[src/rtl/img_link_pkg.sv]
// Shared types and default sizing for the image link host.
package img_link_pkg;

  typedef enum logic [2:0] {
    IDLE,
    RX_RES,
    TX_FETCH,
    TX_SEND,
    TX_WAIT,
    FIN
  } state_t;

  localparam int unsigned IMG_DIM        = 28;
  localparam int unsigned N_PIX_DEF      = IMG_DIM * IMG_DIM;
  localparam int unsigned N_OUT_DEF      = 10;
  localparam int unsigned WORD_BYTES_DEF = 4;

endpackage

[src/rtl/link_word_asm.sv]
// Assembles LSB-first result bytes into words and strobes each completed word.
module link_word_asm
  import img_link_pkg::*;
#(
  parameter int unsigned WORD_BYTES = WORD_BYTES_DEF,
  parameter int unsigned N_OUT      = N_OUT_DEF
) (
  input  logic        clk,
  input  logic        rst_n,
  input  logic        clear,
  input  logic        byte_valid,
  input  logic [7:0]  byte_data,
  output logic        last_byte,
  output logic        res_valid,
  output logic [3:0]  res_idx,
  output logic [31:0] res_word
);

  localparam int unsigned LW = (WORD_BYTES > 1) ? $clog2(WORD_BYTES) : 1;

  logic [LW-1:0] lane;
  logic [3:0]    word_cnt;
  logic [31:0]   acc;
  logic [31:0]   acc_nx;
  logic          lane_last;

  assign lane_last = (lane == LW'(WORD_BYTES - 1));
  // Final byte of the final word: lets the FSM leave RX_RES on the same edge.
  assign last_byte = byte_valid && lane_last && (word_cnt == 4'(N_OUT - 1));

  always_comb begin
    acc_nx = acc;
    for (int unsigned i = 0; i < WORD_BYTES; i++) begin
      if (lane == LW'(i)) acc_nx[8*i +: 8] = byte_data;
    end
  end

  always_ff @(posedge clk) begin
    if (!rst_n) begin
      lane      <= '0;
      word_cnt  <= '0;
      acc       <= '0;
      res_valid <= 1'b0;
      res_idx   <= '0;
      res_word  <= '0;
    end else begin
      res_valid <= 1'b0;
      if (clear) begin
        lane     <= '0;
        word_cnt <= '0;
        acc      <= '0;
      end else if (byte_valid) begin
        acc <= acc_nx;
        if (lane_last) begin
          lane      <= '0;
          word_cnt  <= word_cnt + 4'd1;
          res_valid <= 1'b1;
          res_idx   <= word_cnt;
          res_word  <= acc_nx;
        end else begin
          lane <= lane + 1'b1;
        end
      end
    end
  end

endmodule

[src/rtl/image_link_host.sv]
// Host side of the trainer link: collects the result block, then streams one image.
module image_link_host
  import img_link_pkg::*;
#(
  parameter int unsigned N_PIX      = N_PIX_DEF,
  parameter int unsigned N_OUT      = N_OUT_DEF,
  parameter int unsigned WORD_BYTES = WORD_BYTES_DEF,
  parameter int unsigned RX_TIMEOUT = 50_000_000,
  parameter int unsigned RX_FIRST   = 1
) (
  input  logic        clk,
  input  logic        rst_n,
  input  logic        go,
  input  logic        rx_valid,
  input  logic [7:0]  rx_data,
  input  logic        tx_ready,
  output logic        tx_start,
  output logic [7:0]  tx_data,
  output logic [9:0]  pix_addr,
  input  logic [7:0]  pix_data,
  output logic        res_valid,
  output logic [3:0]  res_idx,
  output logic [31:0] res_word,
  output logic        busy,
  output logic        done,
  output logic        timeout_err
);

  localparam int unsigned IW = $clog2(RX_TIMEOUT + 1);

  state_t        state, state_nx;
  logic [9:0]    pix_cnt;
  logic [IW-1:0] idle_cnt;
  logic          fetch_ph;
  logic          hold;
  logic          accept;
  logic          byte_valid;
  logic          last_byte;
  logic          rx_timeout;
  logic          pix_last;

  assign accept     = (state == IDLE) && go;
  assign byte_valid = (state == RX_RES) && rx_valid;
  assign rx_timeout = (state == RX_RES) && !rx_valid && (idle_cnt == IW'(RX_TIMEOUT - 1));
  assign pix_last   = (pix_cnt == 10'(N_PIX - 1));
  assign pix_addr   = pix_cnt;

  link_word_asm #(
    .WORD_BYTES(WORD_BYTES),
    .N_OUT     (N_OUT)
  ) u_asm (
    .clk       (clk),
    .rst_n     (rst_n),
    .clear     (accept),
    .byte_valid(byte_valid),
    .byte_data (rx_data),
    .last_byte (last_byte),
    .res_valid (res_valid),
    .res_idx   (res_idx),
    .res_word  (res_word)
  );

  always_ff @(posedge clk) begin
    if (!rst_n) state <= IDLE;
    else        state <= state_nx;
  end

  always_comb begin
    state_nx = state;
    tx_start = 1'b0;
    done     = 1'b0;
    busy     = (state != IDLE) && (state != FIN);
    unique case (state)
      IDLE:     if (go) state_nx = (RX_FIRST != 0) ? RX_RES : TX_FETCH;
      // A timeout reuses FIN so done/busy behave exactly as on normal completion.
      RX_RES: begin
        if (rx_timeout)     state_nx = FIN;
        else if (last_byte) state_nx = TX_FETCH;
      end
      TX_FETCH: if (fetch_ph) state_nx = TX_SEND;
      TX_SEND: begin
        if (tx_ready) begin
          tx_start = 1'b1;
          state_nx = TX_WAIT;
        end
      end
      TX_WAIT:  if (!hold && tx_ready) state_nx = pix_last ? FIN : TX_FETCH;
      FIN: begin
        done     = 1'b1;
        state_nx = IDLE;
      end
      default:  state_nx = IDLE;
    endcase
  end

  always_ff @(posedge clk) begin
    if (!rst_n) begin
      pix_cnt     <= '0;
      idle_cnt    <= '0;
      fetch_ph    <= 1'b0;
      hold        <= 1'b0;
      tx_data     <= '0;
      timeout_err <= 1'b0;
    end else begin
      fetch_ph <= (state == TX_FETCH) && !fetch_ph;
      hold     <= tx_start;
      if (accept) begin
        pix_cnt     <= '0;
        idle_cnt    <= '0;
        timeout_err <= 1'b0;
      end
      if (state == RX_RES) begin
        idle_cnt <= rx_valid ? '0 : idle_cnt + 1'b1;
        if (rx_timeout) timeout_err <= 1'b1;
        if (last_byte)  pix_cnt     <= '0;
      end
      // Second fetch cycle: RAM data for pix_addr is now valid.
      if ((state == TX_FETCH) && fetch_ph) tx_data <= pix_data;
      if ((state == TX_WAIT) && !hold && tx_ready && !pix_last) pix_cnt <= pix_cnt + 10'd1;
    end
  end

endmodule

[config.mk]
export PLATFORM = sky130hd
export DESIGN_NAME = image_link_host
export DESIGN_NICKNAME = d
export VERILOG_FILES = /design/src/rtl/img_link_pkg.sv /design/src/rtl/link_word_asm.sv /design/src/rtl/image_link_host.sv
export SDC_FILE = /design/constraint.sdc
export NUM_CORES = 1
export LEC_CHECK = 0
export ABC_AREA = 1
export CAP_MARGIN = 20
export CORE_ASPECT_RATIO = 1.75
export CORE_UTILIZATION = 50
export CTS_BUF_LIST = sky130_fd_sc_hd__clkbuf_4 sky130_fd_sc_hd__clkbuf_8 sky130_fd_sc_hd__clkbuf_16
export DETAILED_ROUTE_END_ITERATION = 16
export HOLD_SLACK_MARGIN = 0.08
export PLACE_DENSITY = 0.85
export SYNTH_ARGS = -nofsm -noshare
export SYNTH_HDL_FRONTEND = slang
export SYNTH_HIERARCHICAL = 1
export SYNTH_SLANG_ARGS = --single-unit
[constraint.sdc]
create_clock -name clk -period 3.7 [get_ports clk]
set_input_delay 0.74 -clock clk [delete_from_list [all_inputs] [get_ports clk]]
set_output_delay 0.74 -clock clk [all_outputs]
set_load 0.03 [all_outputs]
==> Yosys cells after proc, flatten, opt, wreduce, memory -nomap -nowiden <==
Cells that the tools add are included.
{ "totals": {"regBits": 125, "word_cells": 90} }
{ "op_classes": {"n_addsub": 4, "eq_ne": 17, "muxes": 27, "bitwise": 3, "reduce_logical": 26} }
{ "op_table": {"columns": ["op", "n"], "rows": [
  ["26-bit 2-to-1 mux", 3],
  ["10-bit 2-to-1 mux", 4],
  ["8-bit 2-to-1 mux", 4],
  ["26-bit by 1-bit adder with 26-bit output, second input constant", 1],
  ["26-bit == test, second input constant", 1],
  ["3-bit 2-to-1 mux", 7],
  ["3-bit one-hot mux with 5 select lines", 1],
  ["1-bit logical AND", 13],
  ["10-bit by 1-bit adder with 10-bit output, second input constant", 1],
  ["10-bit == test, second input constant", 1],
  ["2-bit != test, second input constant", 4],
  ["1-bit 2-to-1 mux", 7],
  ["3-bit by 2-bit == test with 1-bit output, second input constant", 2],
  ["3-bit == test, second input constant", 2],
  ["3-bit != test, second input constant", 2],
  ["5-bit AND reduction", 1],
  ["4-bit by 1-bit adder with 4-bit output, second input constant", 1],
  ["2-bit == test, second input constant", 2],
  ["4-bit == test, second input constant", 1],
  ["1-bit zero test", 4],
  ["3-bit by 1-bit == test with 1-bit output, second input constant", 1],
  ["3-bit zero test", 1],
  ["1-bit inverter", 3],
  ["3-bit AND reduction", 1],
  ["other kinds (9)", 9]
]} }

==> Logic depth before layout (Yosys ltp) <==
Gate-level depths: netlist of run 1.
{ "depth": {"depth_word": 7, "depth_mapped": 11, "mapped_depth_nobuf": 11} }

==> Hierarchy <==
The synthesis of run 1 kept the hierarchy.
{ "by_module_without_submodules": {"columns": ["module", "n_inst", "cells_each", "area_each_um2", "seq_area_each_um2"], "rows": [
  ["link_word_asm", 1, 442, 3005.4, 1381.3],
  ["image_link_host", 1, 420, 2786.4, 1001.0]
]} }

==> Worst setup path after synthesis of run 1 <==
OpenSTA, ideal clock, no wires.
{ "synth_timing": {"path_type": "flip-flop to output port", "start": "reg state[0]", "end": "out busy", "arrival_ns": 1.213, "required_time_ns": 2.960, "slack_ns": 1.747, "stages_incl_launch_ff": 4, "path_cell_list": "dfxtp_1 nand2_1 nor2_1 a21oi_1"} }
{ "synth_between": {"elab_chain_len": 2} }
{ "synth_lines": {"columns": ["item", "line", "text"], "rows": [
  ["start: declaration", "image_link_host.sv:31", "state_t state, state_nx;"],
  ["start signal: assignment", "image_link_host.sv:65", "else state <= state_nx;"],
  ["3-bit != test or 3-bit nonzero test (tied branches)", "image_link_host.sv:72", "busy = (state != IDLE) && (state != FIN);"],
  ["1-bit logical AND (*)", "image_link_host.sv:72", null],
  ["end: declaration", "image_link_host.sv:24", "output logic busy,"]
]} }
Mark *: on every way between the ends. The rest lies on a longest branch, timed or not.

==> Worst setup path in the final report of run 1 <==
{ "layout_timing": {"start": "in tx_ready", "end": "out tx_start"} }
{ "layout_between": {"elab_chain_len": 2} }
{ "layout_lines": {"columns": ["item", "line", "text"], "rows": [
  ["start: declaration", "image_link_host.sv:16", "input logic tx_ready,"],
  ["1-bit 2-to-1 mux", "image_link_host.sv:82", "if (tx_ready) begin"],
  ["1-bit 2-to-1 mux", "image_link_host.sv:73", "unique case (state)"],
  ["end: declaration", "image_link_host.sv:17", "output logic tx_start,"]
]} }
Every way passes these cells.

==> impl_metrics.toml, run 1 <==
[worst_setup_path]
ff2ff_path_depth = 9
r2r_slack_ps = 1630
worstPathMaxFanout = 4
end_kind = "output pin"
crit_required_ps = 2960
critPathKind = "in2out"
cp-start-kind = "primary input"
rr_startpoint = "pix_addr[0]$_SDFF_PN0_"
critPathArrivalTime_ps = 2110
setup.worst_path.start = "tx_ready"
crit_end = "tx_start"
rr_endpoint = "pix_addr[7]$_SDFF_PN0_"

[clock_network]
cts_setup_buffers = 0
cts_root_buffer = "clkbuf_16"
clk_pin_slew_ps = 50
hold_buffers = 0
ctsResizeCount = 0
clock-sinks = 119
htree_levels = 4
cts_buffer_depth = 2
insertion_delay_ps = 410
cts_buffers = 17
cts_tree = "yes"

[layout]
fill_cells = 942
multi_input_area_um2 = 2800
seq_area_um2 = 2380
final_common_cell = "nand2_1"
final_cell_mix = "nand2_1, nor2_1, dfxtp_1"
fin_nets = 964
finalNonFillerCells = 1079
num_antenna_cells = 0
area_delta_synth_final_pct = 24.8
layout-drive-gt1-share_pct = 7.29

[sta]
fmax_mhz = 351
setup_tns_ps = 0
drv_slew = 0
setup_viol = 0
slew_headroom_pct = 31.3
rsz0062_at_grt = "no"
min_period_over_period_pct = 77.0
hold_violations = 0
worst_pin_slew_ps = 1030
fin_crit_ps = 2850
finClkSkew_ps = 4.53

[pwr]
powerDensity_nw_per_um2 = 552
power_uw = 3990
irDropWorstVdd_v = 0.000373
p_leak_uw = 0.00306

[synthesis]
synth_nets = 892
syn_area_um2 = 5790
ys_ff_latch = 119
ys_types = 40
ys_warn_count = 6
syn_inst = 862
ys_seq_area_share_pct = 41.1
syn_area_per_cell_um2 = 6.72

[run_status]
status = "finished, final reports clean"

[worst_hold_path]
min_path_type = "reg2reg"
hp-start = "tx_data[0]$_SDFFE_PN0P_"

[die]
core-area_um2 = 11200
fp.dieW_um = 83.4
start_util_pct = 51.6
die-area_um2 = 12000
ios = 80
rows = 51
die_y_um = 144

[placed_design]
placedCellCount = 1046
place_congestion = 0.915
io_buffer_count = 79
hpwlAfterDp_um = 10100

[global_route]
antenna_found_initial = 0
first_global_vias = 5493
overflow = 0
grt_pass1_wl_um = 24500
grt_max_degree = 51
gr-usage-all-layers_pct = 25.5

[drt]
drt_first_iter_violations = 364
routed_via_density = 5.27
dr.pass1.iters = 5
drt-total-wl_um = 14600
vias = 5690
drc = 0
drt-wirelength-per-cell_um = 13.6
ant_nets = 0

[flow_run]
max-cap-violations = 0
-- cell usage after synthesis --
cell | number | share of area, %
a21oi_1 | 70 | 6.0
a221oi_1 | 2 | 0.30
a311oi_1 | 1 | 0.15
a31oi_1 | 1 | 0.11
a32oi_1 | 1 | 0.15
and3_1 | 1 | 0.11
buf_1 | 2 | 0.13
buf_2 | 8 | 0.69
buf_4 | 2 | 0.26
buf_6 | 3 | 0.58
clkbuf_1 | 16 | 1.0
clkbuf_2 | 1 | 0.086
clkinv_1 | 1 | 0.065
dfxtp_1 | 119 | 41
ha_1 | 9 | 1.9
inv_1 | 108 | 7.0
inv_2 | 8 | 0.52
inv_4 | 2 | 0.22
nand2_1 | 204 | 13
nand2_2 | 5 | 0.54
nand2_4 | 1 | 0.19
nand3_1 | 51 | 4.4
nand3_2 | 1 | 0.17
nand3_4 | 2 | 0.60
nand3b_1 | 1 | 0.13
nand4_1 | 8 | 0.86
nor2_1 | 130 | 8.4
nor2_2 | 3 | 0.32
nor2_4 | 3 | 0.58
nor2_8 | 2 | 0.69
nor3_1 | 12 | 1.0
nor3_4 | 1 | 0.28
nor3b_1 | 1 | 0.13
nor3b_2 | 2 | 0.43
o211a_1 | 1 | 0.17
o21ai_0 | 66 | 5.7
o21ai_1 | 6 | 0.52
o21bai_1 | 1 | 0.13
xnor2_1 | 4 | 0.60
xor2_1 | 2 | 0.30
-- state kept, by name, indices dropped and copies added (netlist names) --
| name | flops |
|---|---|
| pix_addr | 10 |
| u_asm/res_idx | 4 |
| u_asm/lane | 2 |
| state | 3 |
| u_asm/word_cnt | 4 |
| u_asm/res_word | 32 |
| timeout_err | 1 |
| hold | 1 |
| u_asm/res_valid | 1 |
| tx_data | 8 |
| idle_cnt | 26 |
| u_asm/acc | 26 |
| fetch_ph | 1 |
-- metrics by stage --
stage	utilization (%)	hold WS, ps	area, um^2	worst slack [ps]
2_1_floorplan	-	443	5790	1750
3_3_place_gp	58.9	448	6620	842
3_5_place_dp	58.9	456	6620	839
4_1_cts	64.1	464	7200	843
5_1_grt	64.4	476	7230	730
6_report	64.4	462	7230	852
-- critical path, stage by stage --
cell and delay (ps):
clkdlybuf4s50_1 450, inv_1 80, nor2_1 150, clkdlybuf4s50_1 690
-- per-layer routing --
layer  up-vias  track usage [%]  wire length (um)
li1       2871                -                 -
met1      2638             25.1              5520
met2       137             48.4              8030
met3        44             5.76               540
met4         0             14.9               551
met5         -                0                 0
-- logic make-up (layout without fill, tap and decap cells) --
| kind of cell | count (synthesis) | in the layout | synth area share [%] |
|---|---|---|---|
| AO/OA/AOI/OAI | 149 | 149 | 13.3 |
| flip-flops | 119 | 119 | 41.1 |
| adder cells (fa/ha/maj) | 9 | 9 | 1.94 |
| buffers and inverters | 151 | 236 | 10.6 |
| AND/OR/NAND/NOR | 428 | 428 | 32.1 |
| XOR/XNOR | 6 | 6 | 0.907 |
-- final cells by class --
| class | count | area share, % |
|---|---|---|
| Inverter | 119 | 6.25 |
| Sequential cell | 119 | 33.0 |
| Timing Repair Buffer | 85 | 11.8 |
| Clock inverter | 12 | 1.78 |
| Multi-Input combinational cell | 592 | 38.7 |
| Clock buffer | 20 | 6.28 |
| Tap cell | 132 | 2.28 |
-- worst min path at each step --
stage,end,slack (ps),cells past startpoint
floorplan,idle_cnt[15]$_SDFFE_PN0P_,440,1
global placement,tx_data[0]$_SDFFE_PN0P_,450,2
detailed placement,tx_data[0]$_SDFFE_PN0P_,460,2
CTS,tx_data[0]$_SDFFE_PN0P_,460,2
global route,tx_data[0]$_SDFFE_PN0P_,480,2
finish,tx_data[0]$_SDFFE_PN0P_,460,2
-- report_power, final --
| part | total (uW) | internal [uW] | switching [uW] | leakage (uW) |
|---|---|---|---|---|
| Sequential | 1410 | 1360 | 51.4 | 0.000961 |
| Combinational | 977 | 296 | 681 | 0.00183 |
| Clock | 1600 | 1020 | 585 | 0.000271 |
| Total | 3990 | 2680 | 1320 | 0.00306 |
(Power assumes the default switching activity.)
==> inputs of run 2 (changes only) <==
--- a/config.mk
+++ b/config.mk
@@ -12,7 +12,7 @@
 export CTS_BUF_LIST = sky130_fd_sc_hd__clkbuf_4 sky130_fd_sc_hd__clkbuf_8 sky130_fd_sc_hd__clkbuf_16
 export DETAILED_ROUTE_END_ITERATION = 16
 export HOLD_SLACK_MARGIN = 0.08
-export PLACE_DENSITY = 0.85
+export PLACE_DENSITY = 0.88
 export SYNTH_ARGS = -nofsm -noshare
 export SYNTH_HDL_FRONTEND = slang
 export SYNTH_HIERARCHICAL = 1
==> constraint.sdc (replaced) <==
create_clock -name clk -period 2.5 [get_ports clk]
set_input_delay 0.5 -clock clk [delete_from_list [all_inputs] [get_ports clk]]
set_output_delay 0.5 -clock clk [all_outputs]
set_load 0.03 [all_outputs]
==> run 2 against run 1 <==
Global-route usage grew 0.20 points. Via count grew 1.3%. Hold slack lost 13 ps. Combinational power grew 56%. Flip-flop and latch count is the same. Largest power group unchanged. Clock power grew 59%. Largest cell class unchanged. First-iteration DRC count grew 5.2%.
==> impl_metrics.toml, run 2 (synthesis results as in run 1) <==
[layout]
num_antenna_cells = 0
final_common_cell = "nand2_1"
final_util_pct = 65.1
seq_area_um2 = 2380
top_regs = "u_asm/res_word (32), idle_cnt (26), u_asm/acc (26)"
final_cell_mix = "nand2_1, nor2_1, dfxtp_1"
area_delta_synth_final_pct = 26.3
layout-drive-gt1-share_pct = 7.77
fin_nets = 970
regMostFlops = "u_asm/res_word"
largest_reg_flops = 32
fill_cells = 909
multi_input_area_um2 = 2800

[clock_network]
clock-sinks = 119
htree_levels = 4
clk_pin_slew_ps = 60
hold_buffers = 0
cts_setup_buffers = 0
cts_tree = "yes"
cts_buffers = 17
cts_buffer_depth = 2
cts_root_buffer = "clkbuf_16"
insertion_delay_ps = 420
ctsResizeCount = 1

[die]
die-area_um2 = 12000
rows = 51
start_util_pct = 51.6
ios = 80
die_y_um = 144
fp.dieW_um = 83.4
core-area_um2 = 11200

[sta]
setup_viol = 0
min_period_over_period_pct = 95.9
worst_slack_ps = 104
drv_slew = 0
finClkSkew_ps = 8.12
fmax_mhz = 417
setup_tns_ps = 0
slew_headroom_pct = 67.8
worst_pin_slew_ps = 483
rsz0062_at_grt = "no"
fin_crit_ps = 2400
hold_violations = 0

[run_status]
status = "finished, final reports clean"

[global_route]
gr-usage-all-layers_pct = 25.7
antenna_found_initial = 0
first_global_vias = 5485
grt_max_degree = 43
grt_pass1_wl_um = 24600
overflow = 0

[worst_setup_path]
critPathKind = "reg2out"
crit_required_ps = 2000
crit_buf_inv = 1
crit_family = "buffers and inverters"
cp-start-kind = "flip-flop"
end_kind = "output pin"
worstPathMaxFanout = 6
worst_path_max_delay_cell = "clkdlybuf4s50_1"
critPathMaxStageDelay_ps = 720
critPathArrivalTime_ps = 1900
cp_cell_sequence = "nor2_1, a21oi_1, clkdlybuf4s50_1"

[drt]
vias = 5762
drt-wirelength-per-cell_um = 13.8
drt_first_iter_violations = 383
ant_nets = 0
dr.pass1.iters = 5
drc = 0
routed_via_density = 5.32
drt-total-wl_um = 14900

[pwr]
p_clk_share_pct = 41.3
power.net_switching_uw = 2000
switching_share_pct = 32.5
irDropWorstVdd_v = 0.000736
powerDensity_nw_per_um2 = 840
seqPwrFrac_pct = 34.0
p_int_uw = 4140
power_uw = 6140
p_leak_uw = 0.00312
comb_power_share_pct = 24.7

[placed_design]
place_congestion = 0.941
pre_cts_ws_ps = 219
hpwlAfterDp_um = 10300
io_buffer_count = 79

[flow_run]
max-cap-violations = 0

[worst_hold_path]
min_path_type = "in2reg"
[run 2: cell count changes in the layout (fill, tap and decap cells not counted)]
cell,before,now
inv_6,0,1
clkbuf_4,2,1
dlygate4sd2_1,0,1
buf_12,0,2
clkinv_2,3,0
buf_16,1,0
clkbuf_8,1,3
bufinv_16,2,3
clkdlybuf4s50_1,78,77
clkinvlp_4,6,5
buf_4,5,10
[run 2: routing by layer]
| layer | routed length [um] | track usage (%) | up-vias |
|---|---|---|---|
| li1 | - | - | 2881 |
| met1 | 5540 | 24.3 | 2658 |
| met2 | 8060 | 48.7 | 173 |
| met3 | 660 | 6.22 | 50 |
| met4 | 690 | 17.1 | 0 |
| met5 | 0 | 0 | - |
[run 2: power by group through the flow]
stage / Sequential (uW) / Combinational [uW] / Clock [uW]
after floorplan: 2120 / 1050 / 0
final: 2090 / 1520 / 2540
after global placement: 2120 / 1460 / 0
after detailed placement: 2130 / 1480 / 0
after global routing: 2100 / 1670 / 2630
after CTS: 2090 / 1500 / 2560
[run 2: worst paths after layout]
kind	start	endpoint	slack [ps]	cells after the start
hold / removal	rst_n	state[2]$_SDFFE_PN0P_	450	3
setup / recovery	state[0]$_SDFFE_PN0P_	busy	100	3
setup reg to reg	pix_addr[0]$_SDFF_PN0_	pix_addr[7]$_SDFF_PN0_	520	9
hold reg to reg	tx_data[7]$_SDFFE_PN0P_	tx_data[7]$_SDFFE_PN0P_	460	2
[run 2: layout make-up]
class	count	share of cell area, %
timing repair buffer	91	12.3
clock buffer	21	6.48
tap	132	2.26
sequential	119	32.6
clock inverter	10	1.98
multi-input combinational	592	38.2
inverter	119	6.18
[run 2: per-stage QoR]
step	cell area, um^2	std cells	hold slack, ps
final	7310	1084	449
after global routing	7310	1084	464
after CTS	7310	1084	442
after detailed placement	6700	1053	451
after global placement	6700	1053	448
after floorplan	5790	862	443
[run 2: worst register-to-register path: stages, from the launching register on]
cell and delay [ps]:
dfxtp_1 390, ha_1 220, nand3_1 160, nor3_1 410, nor2_1 130, nand2_2 200, inv_2 140, nand3_1 90
nand2_1 50, a21oi_1 120
